<file path="config.mk">
export PLATFORM = sky130hd
export DESIGN_NAME = image_padding_reader
export DESIGN_NICKNAME = d
export VERILOG_FILES = /design/src/rtl/image_padding_reader_pkg.sv /design/src/rtl/image_padding_reader_pad_token_pipe.sv /design/src/rtl/image_padding_reader.sv
export SDC_FILE = /design/constraint.sdc
export NUM_CORES = 1
export LEC_CHECK = 0
export CAP_MARGIN = 20
export CORE_MARGIN = 5
export CORE_UTILIZATION = 58
export CTS_BUF_LIST = sky130_fd_sc_hd__clkbuf_8 sky130_fd_sc_hd__clkbuf_16
export DETAILED_ROUTE_END_ITERATION = 10
export GPL_TIMING_DRIVEN = 0
export MAX_ROUTING_LAYER = met4
export PLACE_DENSITY = 0.85
export SETUP_SLACK_MARGIN = 0.1
export SLEW_MARGIN = 20
export SYNTH_ARGS = -nofsm -noshare
export SYNTH_HDL_FRONTEND = slang
export SYNTH_SLANG_ARGS = --single-unit
</file>
<file path="constraint.sdc">
create_clock -name clk_i -period 4.3 [get_ports clk_i]
set_input_delay 1.29 -clock clk_i [delete_from_list [all_inputs] [get_ports clk_i]]
set_output_delay 1.29 -clock clk_i [all_outputs]
set_load 0.03 [all_outputs]
</file>
<file path="src/rtl/image_padding_reader_pkg.sv">
// Shared constants for the image padding reader: FSM state encodings and
// dimension/padding limits.
package image_padding_reader_pkg;

  localparam int DIM_BITS_DEF = 11;
  localparam int PAD_MAX      = 3;
  localparam int PAD_BITS     = $clog2(PAD_MAX + 1);

  localparam logic [3:0] ST_IDLE      = 4'd0;
  localparam logic [3:0] ST_TOP_PAD   = 4'd1;
  localparam logic [3:0] ST_WAIT_ROW  = 4'd2;
  localparam logic [3:0] ST_LEFT_PAD  = 4'd3;
  localparam logic [3:0] ST_READ_ROW  = 4'd4;
  localparam logic [3:0] ST_RIGHT_PAD = 4'd5;
  localparam logic [3:0] ST_ROW_END   = 4'd6;
  localparam logic [3:0] ST_BOT_PAD   = 4'd7;
  localparam logic [3:0] ST_FLUSH     = 4'd8;

endpackage

</file>
<file path="src/rtl/image_padding_reader_pad_token_pipe.sv">
// One-stage token pipe: registers the PAD/READ token flags and selects zero or
// the FIFO read data, which arrives one cycle after the read strobe.
module pad_token_pipe
  import image_padding_reader_pkg::*;
#(
  parameter int WIDTH = 8
) (
  input  logic             clk_i,
  input  logic             rst_i,
  input  logic             pad_i,
  input  logic             read_i,
  input  logic             last_i,
  input  logic [WIDTH-1:0] fifo_dout_i,
  output logic [WIDTH-1:0] dout_o,
  output logic             dout_valid_o,
  output logic             last_o
);

  logic valid_q, read_q, last_q;

  always_ff @(posedge clk_i) begin
    if (rst_i) begin
      valid_q <= 1'b0;
      read_q  <= 1'b0;
      last_q  <= 1'b0;
    end else begin
      valid_q <= pad_i | read_i;
      read_q  <= read_i;
      last_q  <= last_i;
    end
  end

  // FIFO data lands in the same cycle the registered READ flag does.
  assign dout_o       = read_q ? fifo_dout_i : '0;
  assign dout_valid_o = valid_q;
  assign last_o       = last_q;

endmodule

</file>
<file path="src/rtl/image_padding_reader.sv">
// Read side of the image padding FIFO: waits for a resident row, drains it and
// emits a zero-padded frame through a one-stage token pipe.
module image_padding_reader
  import image_padding_reader_pkg::*;
#(
  parameter int WIDTH     = 8,
  parameter int ADDR_BITS = 11,
  parameter int DIM_BITS  = DIM_BITS_DEF
) (
  input  logic                 clk_i,
  input  logic                 rst_i,
  input  logic                 start_i,
  input  logic [DIM_BITS-1:0]  row_num_i,
  input  logic [DIM_BITS-1:0]  col_num_i,
  input  logic [1:0]           pad_num_i,
  input  logic                 fifo_m_valid_i,
  input  logic [WIDTH-1:0]     fifo_dout_i,
  output logic                 fifo_rd_en_o,
  output logic [ADDR_BITS-1:0] fifo_m_count_o,
  output logic [WIDTH-1:0]     dout_o,
  output logic                 dout_valid_o,
  output logic                 busy_o,
  output logic                 frame_done_o
);
  // state     | meaning
  // IDLE      | waiting for start
  // TOP_PAD   | pad_num*PC zero tokens
  // WAIT_ROW  | guard >= 2 cycles, then wait for a full row in the FIFO
  // LEFT_PAD  | pad_num zero tokens
  // READ_ROW  | col_num back-to-back FIFO reads
  // RIGHT_PAD | pad_num zero tokens
  // ROW_END   | advance row counter
  // BOT_PAD   | pad_num*PC zero tokens
  // FLUSH     | last beat leaves the pipe

  localparam int CNT = DIM_BITS + 2;

  logic [3:0]          state_q, state_d;
  logic [DIM_BITS-1:0] row_num_q, col_num_q;
  logic [PAD_BITS-1:0] pad_q;
  logic [CNT-1:0]      area_q, area_d;
  logic [CNT-1:0]      col_cnt_q, col_cnt_d, row_cnt_q, row_cnt_d;
  logic [CNT-1:0]      pad_m1, col_m1, row_m1, area_m1;
  logic                guard_q, guard_d, busy_q, busy_d;
  logic                latch_en, has_pad, last_row;
  logic                tok_pad, tok_read, tok_last;

  assign area_d   = CNT'(pad_num_i) * (CNT'(col_num_i) + CNT'({pad_num_i, 1'b0}));
  assign pad_m1   = CNT'(pad_q) - CNT'(1);
  assign col_m1   = CNT'(col_num_q) - CNT'(1);
  assign row_m1   = CNT'(row_num_q) - CNT'(1);
  assign area_m1  = area_q - CNT'(1);
  assign has_pad  = pad_q != '0;
  assign last_row = row_cnt_q == row_m1;

  always_comb begin
    state_d   = state_q;
    col_cnt_d = col_cnt_q;
    row_cnt_d = row_cnt_q;
    guard_d   = guard_q;
    busy_d    = busy_q;
    latch_en  = 1'b0;
    tok_pad   = 1'b0;
    tok_read  = 1'b0;
    tok_last  = 1'b0;
    case (state_q)
      ST_IDLE: begin
        if (start_i) begin
          latch_en  = 1'b1;
          busy_d    = 1'b1;
          col_cnt_d = '0;
          row_cnt_d = '0;
          guard_d   = 1'b0;
          state_d   = (pad_num_i != '0) ? ST_TOP_PAD : ST_WAIT_ROW;
        end
      end
      ST_TOP_PAD: begin
        tok_pad = 1'b1;
        if (col_cnt_q == area_m1) begin
          col_cnt_d = '0;
          guard_d   = 1'b0;
          state_d   = ST_WAIT_ROW;
        end else col_cnt_d = col_cnt_q + CNT'(1);
      end
      ST_WAIT_ROW: begin
        // fifo_m_valid may still describe the row just drained; skip one cycle.
        if (!guard_q) guard_d = 1'b1;
        else if (fifo_m_valid_i) begin
          col_cnt_d = '0;
          state_d   = has_pad ? ST_LEFT_PAD : ST_READ_ROW;
        end
      end
      ST_LEFT_PAD: begin
        tok_pad = 1'b1;
        if (col_cnt_q == pad_m1) begin
          col_cnt_d = '0;
          state_d   = ST_READ_ROW;
        end else col_cnt_d = col_cnt_q + CNT'(1);
      end
      ST_READ_ROW: begin
        tok_read = 1'b1;
        if (col_cnt_q == col_m1) begin
          col_cnt_d = '0;
          tok_last  = !has_pad && last_row;
          state_d   = has_pad ? ST_RIGHT_PAD : ST_ROW_END;
        end else col_cnt_d = col_cnt_q + CNT'(1);
      end
      ST_RIGHT_PAD: begin
        tok_pad = 1'b1;
        if (col_cnt_q == pad_m1) begin
          col_cnt_d = '0;
          state_d   = ST_ROW_END;
        end else col_cnt_d = col_cnt_q + CNT'(1);
      end
      ST_ROW_END: begin
        row_cnt_d = row_cnt_q + CNT'(1);
        guard_d   = 1'b0;
        if (last_row) state_d = has_pad ? ST_BOT_PAD : ST_FLUSH;
        else          state_d = ST_WAIT_ROW;
      end
      ST_BOT_PAD: begin
        tok_pad = 1'b1;
        if (col_cnt_q == area_m1) begin
          col_cnt_d = '0;
          tok_last  = 1'b1;
          state_d   = ST_FLUSH;
        end else col_cnt_d = col_cnt_q + CNT'(1);
      end
      ST_FLUSH: begin
        busy_d  = 1'b0;
        state_d = ST_IDLE;
      end
      default: state_d = ST_IDLE;
    endcase
  end

  always_ff @(posedge clk_i) begin
    if (rst_i) begin
      state_q   <= ST_IDLE;
      col_cnt_q <= '0;
      row_cnt_q <= '0;
      guard_q   <= 1'b0;
      busy_q    <= 1'b0;
      row_num_q <= '0;
      col_num_q <= '0;
      pad_q     <= '0;
      area_q    <= '0;
    end else begin
      state_q   <= state_d;
      col_cnt_q <= col_cnt_d;
      row_cnt_q <= row_cnt_d;
      guard_q   <= guard_d;
      busy_q    <= busy_d;
      if (latch_en) begin
        row_num_q <= row_num_i;
        col_num_q <= col_num_i;
        pad_q     <= pad_num_i;
        area_q    <= area_d;
      end
    end
  end

  assign fifo_rd_en_o   = tok_read;
  assign fifo_m_count_o = ADDR_BITS'(col_num_q);
  assign busy_o         = busy_q;

  pad_token_pipe #(.WIDTH(WIDTH)) u_pipe (
    .clk_i        (clk_i),
    .rst_i        (rst_i),
    .pad_i        (tok_pad),
    .read_i       (tok_read),
    .last_i       (tok_last),
    .fifo_dout_i  (fifo_dout_i),
    .dout_o       (dout_o),
    .dout_valid_o (dout_valid_o),
    .last_o       (frame_done_o)
  );

endmodule

</file>
==> summary.txt, run 1 <==
Synthesis
  • Synth area leaders: dfxtp_1 27%, nand2_1 6.7%, xnor2_1 6.5%
  • Synth Area per Inst: 7.52 um2
  • FF+latch count, synth: 72
  • Yosys warnings: 0
  • Mapped Nets: 775
  • Post-synth EDFFs: 0
  • Post-synthesis cell type count: 72
  • Synthesized instance count: 717
  • Yosys top cell by area: dfxtp_1
  • Top cell type's share of synthesized area: 0.267
  • Async set-or-reset flop fraction in the synthesized netlist: 0
  • Synth Flop Type: dfxtp_1
  • Sequential cell area fraction in the yosys report: 0.267
  • Mapped Area: 0.00539 mm2

Setup path
  • Arr. time, crit path: 4.39 ns
  • Worst-path fanout max: 8
  • Worst path top cell family by delay: compound AO/OA/AOI/OAI gates
  • Crit path largest cell delay: 0.41 ns
  • CP Cell Sequence: clkdlybuf4s15_1, ha_1, a21o_1, nand2_1, xor2_1, nor2b_1, ha_1, o21ai_0, a21oi_1, o21ai_0, a21oi_2, a31oi_2, or4_1, nand3_1
  • CP Capture Type: register
  • Worst EP required: 4.60 ns
  • CP Launch Type: input port
  • Crit Path Class: input port to register
  • Slowest-stage cell, CP: or4_1
  • Worst path bufs/invs: 1

STA
  • Hold Fails Final Rpt: 0
  • Slew Viols, Final: 0
  • Setup_tns: 0 ns
  • Skew final: 0.0136 ns
  • FMAX: 245 MHz
  • # setup viols final: 0
  • Final Cycle Share: 0.951
  • Slew headroom: 0.395
  • RSZ-0062 raised after global routing: no
  • Setup ws final: 0.212 ns
  • Fin crit period: 4.09 ns
  • Slew @ Worst Pin: 0.896 ns

Drt
  • Uppermost layer routed: met4
  • DRT Wirelength: 15400 um
  • Wire length on met3: 1060 um
  • Via density: 6.12
  • Drc violations: 0
  • Routed Antenna Nets: 0
  • DRT iter0 DRCs: 505
  • M1 WL: 6790 um
  • Routed met2 length: 7200 um
  • Vias post-DR: 5548
  • Router iterations before antenna repair: 5
  • Wirelength per Cell: 17.0 um

Floorplanning
  • Die height: 106 um
  • Starting density of the core: 0.589
  • Rows: 35
  • Area of the core: 0.00915 mm2
  • Die ar.: 0.0113 mm2
  • # IOs: 59
  • Chip width: 106 um

Placed design
  • Gp weighted congestion: 0.959
  • DP Area: 0.00610 mm2
  • Setup WS pre-CTS: -0.773 ns
  • DP HPWL: 11600 um
  • # port buffers: 57

Final layout
  • Final nets: 849
  • # diodes: 0
  • Layout cells sized above 1: 0.0779
  • Post-layout util: 0.700
  • Final Cell Area: 0.00640 mm2
  • Area Overhead vs Synth: 18.8%

Clock tree
  • Worst-Skew Late Latency: 0.36 ns
  • Clock transition at path regs: 0.07 ns
  • CTS Sinks: 72
  • Clock Path Buffers: 2
  • CTS tree: yes
  • Hold buffer count at CTS: 0
  • H-tree levels: 3
  • Clock root cell: clkbuf_8
  • Cts bufs inserted: 9

Power and ir drop
  • Worst vdd ir: 0.000262 V
  • Cell leakage power: 0.00243 uW
  • PwrDens: 489 mW/mm2
  • Final Power: 3130 uW

Global routing
  • Vias in the first global route: 5312
  • Total global routing track utilization: 0.286
  • Initial antenna violation count: 0
  • Largest net degree at the start of global routing: 14
  • First-pass GRT wire length: 25700 um
  • Gr ovfl total: 0

Run
  • # Max-Cap Violations: 0

Min path
  • Hold Crit Class: register to register

Run status
  • Status: finished, final reports clean
## synth_stat cells, drive strengths merged (7+ instances only)
library cell	n
dfxtp	72
and3	14
nand2	96
buf	9
o21ai	15
nor2b	21
nor4	16
xnor2	40
or4	7
inv	24
clkbuf	38
a21oi	66
nor2	47
ha	20
a211oi	14
o21a	8
nand3	36
xor2	24
and2	14
nor3	38
## where the power goes
part	switching, uW	internal [uW]	total [uW]
registers	105	759	863
logic	972	687	1660
clock network	282	328	610
total	1360	1770	3130
## sequential cells by signal, indices dropped and copies added (netlist names), 2 cells and up
name and count:
fifo_m_count_o 11, state_q 4, col_cnt_q 13, row_cnt_q 13, pad_q 2, area_q 13
row_num_q 11
## per-stage QoR
| step | std cells | hold WS, ns |
|---|---|---|
| 6_report | 907 | 0.468 |
| 3_5_place_dp | 885 | 0.454 |
| 4_1_cts | 907 | 0.464 |
| 3_3_place_gp | 885 | 0.445 |
| 5_1_grt | 907 | 0.497 |
| 2_1_floorplan | 717 | 0.436 |
## repair_timing
item,4_1_cts,5_1_grt
setup buffers,6,0
resized for setup,10,8
gates cloned,0,0
endpoints found under the setup margin,6,6
pin swaps,3,3
## layout make-up
| cell class | count | area (um2) |
|---|---|---|
| Inverter | 25 | 93.8 |
| Buffer | 47 | 233 |
| Fill cell | 764 | 2750 |
| Timing Repair Buffer | 63 | 612 |
| Tap cell | 111 | 139 |
| Clock inverter | 7 | 93.8 |
| Multi-Input combinational cell | 573 | 3670 |
| Sequential cell | 72 | 1440 |
| Clock buffer | 9 | 124 |
## logic make-up after synthesis
group           after synthesis  synth area share
simple gates                331             0.315
compound gates              148             0.183
buf+inv                      72            0.0603
flops                        72             0.267
xor+xnor                     64             0.104
fa+ha+maj                    22            0.0538
mux                           8            0.0162
## cells in the final DEF, fill, tap and decap left out, types with 4 or more instances in the layout
cell and count:
a211oi_1 13, a21o_1 4, a21oi_1 64, and2_1 14, and3_1 14, buf_4 6
buf_6 7, clkbuf_1 37, clkbuf_8 9, clkdlybuf4s50_1 53, dfxtp_1 72, ha_1 19
inv_1 25, mux2i_1 5, nand2_1 96, nand3_1 36, nand4_1 6, nand4b_1 4
nor2_1 47, nor2b_1 20, nor3_1 37, nor4_1 15, o21a_1 8, o21ai_0 15
or2_2 5, or3_1 6, or4_1 6, xnor2_1 40, xor2_1 24
## final timing paths
path / startpoint / depth (start not counted) / endpoint / slack (ns)
min: pad_q[1] / 2 / pad_q[1] / 0.47
max reg2reg: pad_q[0] / 10 / state_q[2] / 0.91
max: pad_num_i[1] / 14 / area_q[11] / 0.21
min reg2reg: pad_q[1] / 2 / pad_q[1] / 0.47
## metal layers
| metal | GRT usage | vias to the layer above |
|---|---|---|
| li1 | - | 2698 |
| met5 | - | - |
| met4 | 0.0968 | 0 |
| met1 | 0.381 | 2586 |
| met2 | 0.454 | 234 |
| met3 | 0.0304 | 30 |
## worst reg2reg max path: stages, from the launching register on
cell and delay (ns):
dfxtp_1 0.35, inv_1 0.07, ha_1 0.13, clkbuf_1 0.29, nand4_1 0.14, o41a_1 0.43
o41ai_1 0.83, o21ba_1 0.26, buf_6 0.15, a211oi_4 0.32, mux2_4 0.33
(Power assumes the default switching activity.)
==> run 2: changes to the inputs <==
--- a/config.mk
+++ b/config.mk
@@ -7,12 +7,12 @@
 export LEC_CHECK = 0
 export CAP_MARGIN = 20
 export CORE_MARGIN = 5
-export CORE_UTILIZATION = 58
+export CORE_UTILIZATION = 62
 export CTS_BUF_LIST = sky130_fd_sc_hd__clkbuf_8 sky130_fd_sc_hd__clkbuf_16
 export DETAILED_ROUTE_END_ITERATION = 10
 export GPL_TIMING_DRIVEN = 0
 export MAX_ROUTING_LAYER = met4
-export PLACE_DENSITY = 0.85
+export PLACE_DENSITY = 0.9
 export SETUP_SLACK_MARGIN = 0.1
 export SLEW_MARGIN = 20
 export SYNTH_ARGS = -nofsm -noshare
==> constraint.sdc (replaced) <==
create_clock -name clk_i -period 5.21 [get_ports clk_i]
set_input_delay 1.563 -clock clk_i [delete_from_list [all_inputs] [get_ports clk_i]]
set_output_delay 1.563 -clock clk_i [all_outputs]
set_load 0.03 [all_outputs]
==> run 2 against run 1 <==
Clock-buffer cell count is the same. Total power shrank 15%. First-iteration DRC count shrank 3.0%. Cell area shrank 0.72%. Combinational power shrank 17%. Clock power shrank 5.7%. Global-route usage grew 2.5 points. Highest routed layer unchanged.
==> summary.txt, run 2 (synthesized netlist as in run 1, its figures left out) <==
Clock tree
  • Clock Path Buffers: 2 (unchanged)
  • Post-CTS Setup Inserts: 0 (-6)
  • CTS tree: yes
  • Worst-Skew Late Latency: 0.37 ns (about the same)
  • Cts bufs inserted: 9 (unchanged)
  • Clock transition at path regs: 0.08 ns (about the same)
  • Hold buffer count at CTS: 0 (unchanged)
  • Clock root cell: clkbuf_8
  • PostCTS Resize Cnt: 2 (-8)
  • CTS Sinks: 72 (unchanged)
  • H-tree levels: 3 (unchanged)

Global routing
  • Vias in the first global route: 5351 (+0.73%)
  • Total global routing track utilization: 0.311 (+0.0251)
  • Largest net degree at the start of global routing: 15 (+1)
  • First-pass GRT wire length: 25500 um (-0.80%)
  • Initial antenna violation count: 0 (unchanged)
  • Gr ovfl total: 0 (unchanged)

STA
  • Final Cycle Share: 0.929
  • Slew Viols, Final: 0 (unchanged)
  • FMAX: 207 MHz
  • # setup viols final: 0 (unchanged)
  • Hold Fails Final Rpt: 0 (unchanged)
  • Skew final: 0.0141 ns (+0.000446 ns)
  • Slew headroom: 0.445 (+0.0500)
  • Slew @ Worst Pin: 0.822 ns (-0.0740 ns)
  • RSZ-0062 raised after global routing: no
  • Setup_tns: 0 ns (unchanged)
  • Setup ws final: 0.372 ns (+0.160 ns)
  • Fin crit period: 4.84 ns

Floorplanning
  • Rows: 34 (-2.9%)
  • Chip width: 103 um (-3.0%)
  • # IOs: 59 (unchanged)
  • Die height: 103 um (-3.0%)
  • Die ar.: 0.0107 mm2 (-5.9%)
  • Starting density of the core: 0.627 (+0.0383)
  • Area of the core: 0.00859 mm2 (-6.1%)

Power and ir drop
  • PwrDens: 420 mW/mm2 (-14%)
  • Cell leakage power: 0.00240 uW (-1.2%)
  • Worst vdd ir: 0.000235 V (-11%)

Setup path
  • Worst path bufs/invs: 2 (+1)
  • Worst-path fanout max: 8 (unchanged)
  • Crit path to: area_q[12]
  • CP Capture Type: register
  • CP Launch Type: input port
  • Reg2reg setup slack: 1.84 ns (+0.93 ns)
  • R2R Path End: state_q[2]
  • Worst path top cell family by delay: compound AO/OA/AOI/OAI gates
  • Crit Path Class: input port to register
  • Instance count on the critical path: 13 (-1)
  • Critical Path Start: pad_num_i[1]
  • Slowest-stage cell, CP: clkdlybuf4s50_1
  • Worst EP required: 5.50 ns (+0.90 ns)
  • Reg-to-reg startpoint: row_num_q[0]
  • Worst reg2reg path depth: 10 (unchanged)
  • Arr. time, crit path: 5.13 ns (+0.74 ns)
  • Crit path largest cell delay: 0.76 ns (+0.35 ns)
  • CP Cell Sequence: clkdlybuf4s50_1, fa_1, nand2_1, inv_1, ha_1, a21o_1, a21o_1, a2111oi_2, nor3_1, o31ai_1, xor2_1, nand2_1, a21oi_1

Drt
  • Via density: 6.23 (+1.9%)
  • Vias post-DR: 5596 (+0.87%)
  • DRT Wirelength: 15500 um (+0.94%)
  • DRT iter0 DRCs: 490 (-3.0%)
  • Router iterations before antenna repair: 7 (+2)
  • Routed Antenna Nets: 0 (unchanged)
  • Wirelength per Cell: 17.3 um (+1.9%)
  • Drc violations: 0 (unchanged)

Final layout
  • Most frequent cells in the layout: 96 x nand2_1, 72 x dfxtp_1, 65 x a21oi_1
  • Biggest regs: area_q x13, col_cnt_q x13, row_cnt_q x13
  • Final nets: 843 (-0.71%)
  • # diodes: 0 (unchanged)
  • Post-layout util: 0.740 (+0.0401)
  • Layout cells sized above 1: 0.0620 (-0.0159)
  • Area Overhead vs Synth: 17.9%
  • Commonest non-fill, non-tap cell in the layout: nand2_1

Placed design
  • # port buffers: 57 (unchanged)
  • DP HPWL: 11400 um (-1.1%)
  • Setup WS pre-CTS: -0.301 ns (+0.473 ns)
  • Gp weighted congestion: 0.924 (-3.7%)

Min path
  • Hold Crit Class: register to register

Run status
  • Status: finished, final reports clean

Run
  • # Max-Cap Violations: 0 (unchanged)
[run 2: changes by cell type in the layout (fill, tap and decap cells not counted), sizes merged]
cell / change
buf: -6
clkdlybuf4s50: +3
bufinv: +1
clkbuf: -1
clkdlybuf4s15: -1
dlygate4sd2: -1
inv: -1
[run 2: worst min-delay path, stage by stage (launching register included)]
cell     delay, ns
dfxtp_1       0.32
nand2_1       0.05
a21oi_1       0.05
[run 2: worst min-delay path by stage]
stage | cells after the start | slack [ns] | start | to
5_1_grt | 2 | 0.48 | pad_q[1] | pad_q[1]
3_5_place_dp | 2 | 0.45 | pad_q[1] | pad_q[1]
2_1_floorplan | 2 | 0.44 | pad_q[1] | pad_q[1]
3_3_place_gp | 2 | 0.44 | pad_q[1] | pad_q[1]
4_1_cts | 2 | 0.46 | pad_q[1] | pad_q[1]
6_report | 2 | 0.46 | pad_q[1] | pad_q[1]
[run 2: layout make-up]
class / instances / area (um2)
fill: 642 / 2240
multi-input combinational: 573 / 3630
sequential: 72 / 1440
inverter: 25 / 93.8
tap: 108 / 135
timing repair buffer: 57 / 573
clock inverter: 7 / 126
buffer: 47 / 231
clock buffer: 9 / 124
[run 2: through the flow]
stage                     hold WS, ns  cell area [um2]  cells  power (uW)
final                           0.462             6360    898        2670
after global routing            0.480             6360    898        2810
after CTS                       0.462             6350    898        2630
after detailed placement        0.451             6100    882        2050
after global placement          0.443             6100    882        2000
after floorplan                 0.436             5390    717        1720
[run 2: metal layers]
| metal | part of all wire | GRT usage | vias to the layer above |
|---|---|---|---|
| met2 | 0.48 | 0.503 | 293 |
| li1 | - | - | 2675 |
| met5 | 0 | - | - |
| met3 | 0.083 | 0.0523 | 49 |
| met1 | 0.41 | 0.387 | 2579 |
| met4 | 0.030 | 0.123 | 0 |
[run 2: where the power goes]
group	internal (uW)	leakage, uW	total, uW	switching, uW
sequential	626	0.000586	714	87.7
combinational	564	0.00169	1380	815
clock	324	0.000122	575	251
total	1510	0.00240	2670	1150
==> run 3: changes to the inputs <==
--- a/config.mk
+++ b/config.mk
@@ -7,12 +7,12 @@
 export LEC_CHECK = 0
 export CAP_MARGIN = 20
 export CORE_MARGIN = 5
-export CORE_UTILIZATION = 62
+export CORE_UTILIZATION = 25
 export CTS_BUF_LIST = sky130_fd_sc_hd__clkbuf_8 sky130_fd_sc_hd__clkbuf_16
 export DETAILED_ROUTE_END_ITERATION = 10
 export GPL_TIMING_DRIVEN = 0
 export MAX_ROUTING_LAYER = met4
-export PLACE_DENSITY = 0.9
+export PLACE_DENSITY = 0.45
 export SETUP_SLACK_MARGIN = 0.1
 export SLEW_MARGIN = 20
 export SYNTH_ARGS = -nofsm -noshare
==> run 3 against run 2 <==
Cell area up 3.5%. Fmax is 1.6% higher. Setup slack improved by 0.075 ns. Clock power up 2%. Non-clock buffer count unchanged. Cell count up 18%. Largest cell class unchanged. First-iteration DRC count decreased by 50%.
==> summary.txt, run 3 (synthesized netlist as in run 1, its figures left out) <==
Run status
  • Status: finished, final reports clean

Setup path
  • CP Launch Type: input port
  • Worst-path fanout max: 8 (unchanged)
  • R2R Path End: col_cnt_q[8]
  • Reg2reg setup slack: 1.79 ns (-0.05 ns)
  • CP Cell Sequence: clkdlybuf4s50_1, fa_1, nand2_1, inv_1, ha_1, a21o_1, a21o_1, a2111oi_1, nor3_1, o31ai_1, xor2_1, nand2_1, a21oi_1
  • Slowest-stage cell, CP: clkdlybuf4s50_1
  • CP Capture Type: register
  • Worst reg2reg path depth: 11 (+1)
  • Reg-to-reg startpoint: fifo_m_count_o[0]
  • Crit Path Class: input port to register
  • Worst EP required: 5.48 ns (-0.02 ns)
  • Crit path largest cell delay: 0.74 ns (-0.02 ns)
  • Arr. time, crit path: 5.04 ns (-0.09 ns)

Final layout
  • Layout cells sized above 1: 0.0596 (-0.00246)
  • FF+latch area: 0.00144 mm2 (unchanged)
  • Most frequent cells in the layout: 96 x nand2_1, 72 x dfxtp_1, 65 x a21oi_1
  • Commonest non-fill, non-tap cell in the layout: nand2_1
  • Fillers: 2306 (+260%)
  • Final nets: 843 (unchanged)
  • Footprint of the multi-input gates: 0.00363 mm2 (-0.14%)
  • Biggest regs: area_q x13, col_cnt_q x13, row_cnt_q x13
  • Final non-filler cell total: 1064 (+18%)
  • # diodes: 0 (unchanged)
  • Area Overhead vs Synth: 22.1%

Power and ir drop
  • Cell leakage power: 0.00242 uW (+0.62%)
  • PwrDens: 405 mW/mm2 (-3.6%)
  • Worst vdd ir: 0.000189 V (-19%)

Clock tree
  • Clock Path Buffers: 2 (unchanged)
  • CTS Sinks: 72 (unchanged)
  • Clock root cell: clkbuf_16
  • Clock transition at path regs: 0.06 ns (-0.02 ns)
  • Post-CTS Setup Inserts: 0 (unchanged)
  • H-tree levels: 3 (unchanged)
  • Worst-Skew Late Latency: 0.35 ns (-0.02 ns)
  • CTS tree: yes
  • Cts bufs inserted: 9 (unchanged)

STA
  • Skew final: 0.00665 ns (-0.00745 ns)
  • # setup viols final: 0 (unchanged)
  • Final Cycle Share: 0.914 (-0.0143)
  • FMAX: 210 MHz (+1.6%)
  • Setup ws final: 0.446 ns (+0.0745 ns)
  • RSZ-0062 raised after global routing: no
  • Hold slack: 0.471 ns (+0.00891 ns)
  • Slew headroom: 0.443 (-0.00216)
  • Hold Fails Final Rpt: 0 (unchanged)
  • Fin crit period: 4.76 ns (-0.0745 ns)
  • Slew @ Worst Pin: 0.836 ns (+0.0140 ns)
  • Slew Viols, Final: 0 (unchanged)

Drt
  • Vias post-DR: 5241 (-6.3%)
  • Wirelength per Cell: 15.9 um (-7.9%)
  • Routed Antenna Nets: 0 (unchanged)
  • Router iterations before antenna repair: 4 (-3)
  • DRT Wirelength: 16900 um (+9.1%)
  • Via density: 4.93 (-21%)
  • Drc violations: 0 (unchanged)
  • DRT iter0 DRCs: 247 (-50%)

Floorplanning
  • # IOs: 59 (unchanged)
  • Die ar.: 0.0246 mm2 (+130%)
  • Rows: 53 (+56%)
  • Area of the core: 0.0212 mm2 (+150%)
  • Die height: 157 um (+52%)
  • Chip width: 157 um (+52%)
  • Starting density of the core: 0.255 (-0.373)

Min path
  • Min-Delay Endpoint: pad_q[1]
  • WHS Path Cells: 2 (unchanged)
  • Hold Crit Class: register to register
  • Hold Startpoint: pad_q[1]

Global routing
  • GR peak layer: met2
  • First-pass GRT wire length: 27600 um (+8.0%)
  • Met2 Usage GRT: 0.222 (-0.281)
  • Grt met1 use: 0.197 (-0.189)
  • Initial antenna violation count: 0 (unchanged)
  • Gr ovfl total: 0 (unchanged)
  • Vias in the first global route: 5156 (-3.6%)
  • M3 GR Usage: 0.0185 (-0.0338)
  • Total global routing track utilization: 0.146 (-0.165)
  • Largest net degree at the start of global routing: 13 (-2)

Run
  • # Max-Cap Violations: 0 (unchanged)

Placed design
  • # port buffers: 57 (unchanged)
  • Gp weighted congestion: 0.804 (-13%)
  • Placed cells: 1049 (+19%)
  • Setup WS pre-CTS: -0.287 ns (+0.0132 ns)
  • DP HPWL: 13100 um (+14%)
run 3: how the worst max path moves through the flow:
| stage | end | start |
|---|---|---|
| 5_1_grt | area_q[12] | pad_num_i[1] |
| 4_1_cts | area_q[12] | pad_num_i[0] |
| 3_3_place_gp | area_q[12] | pad_num_i[0] |
| 2_1_floorplan | area_q[12] | col_num_i[1] |
| 3_5_place_dp | area_q[12] | pad_num_i[0] |
| 6_report | area_q[12] | pad_num_i[1] |
run 3: worst max-delay path: cells and delay by family:
kind            cells  cell delay, ns
compound gates      5            1.38
fa+ha+maj           2            0.77
buf+inv             2            0.79
simple gates        3            0.36
xor+xnor            1            0.17
run 3: repair_timing:
item / 4_1_cts / 5_1_grt
hold buffers: 0 / 0
resized for setup: 1 / 1
setup endpoints to repair: 1 / 2
run 3: per-layer routing:
layer / vias to the layer above / part of all wire / wire, um
li1: 2688 / - / -
met1: 2448 / 0.50 / 8540
met2: 85 / 0.45 / 7610
met3: 20 / 0.027 / 456
met4: 0 / 0.020 / 331
met5: - / 0 / 0
run 3: layout make-up:
class	count	share of cell area
Inverter	25	0.0143
Multi-Input combinational cell	573	0.551
Clock buffer	10	0.0363
Tap cell	275	0.0523
Timing Repair Buffer	57	0.0871
Clock inverter	5	0.00494
Buffer	47	0.0352
Sequential cell	72	0.219
run 3: through the flow:
step	instance area, um2	setup TNS (ns)	power, uW	util
6_report	6580	0	2660	0.311
5_1_grt	6580	0	2870	0.311
4_1_cts	6580	0	2690	0.311
3_5_place_dp	6310	-0.662	2090	0.298
2_1_floorplan	5390	0	1720	-
3_3_place_gp	6310	-0.820	2100	0.298
run 3: where the power goes:
| part | internal (uW) | leakage (uW) | switching, uW |
|---|---|---|---|
| combinational | 563 | 0.00169 | 802 |
| sequential | 627 | 0.000586 | 85.2 |
| clock | 332 | 0.000138 | 252 |
| total | 1520 | 0.00242 | 1140 |
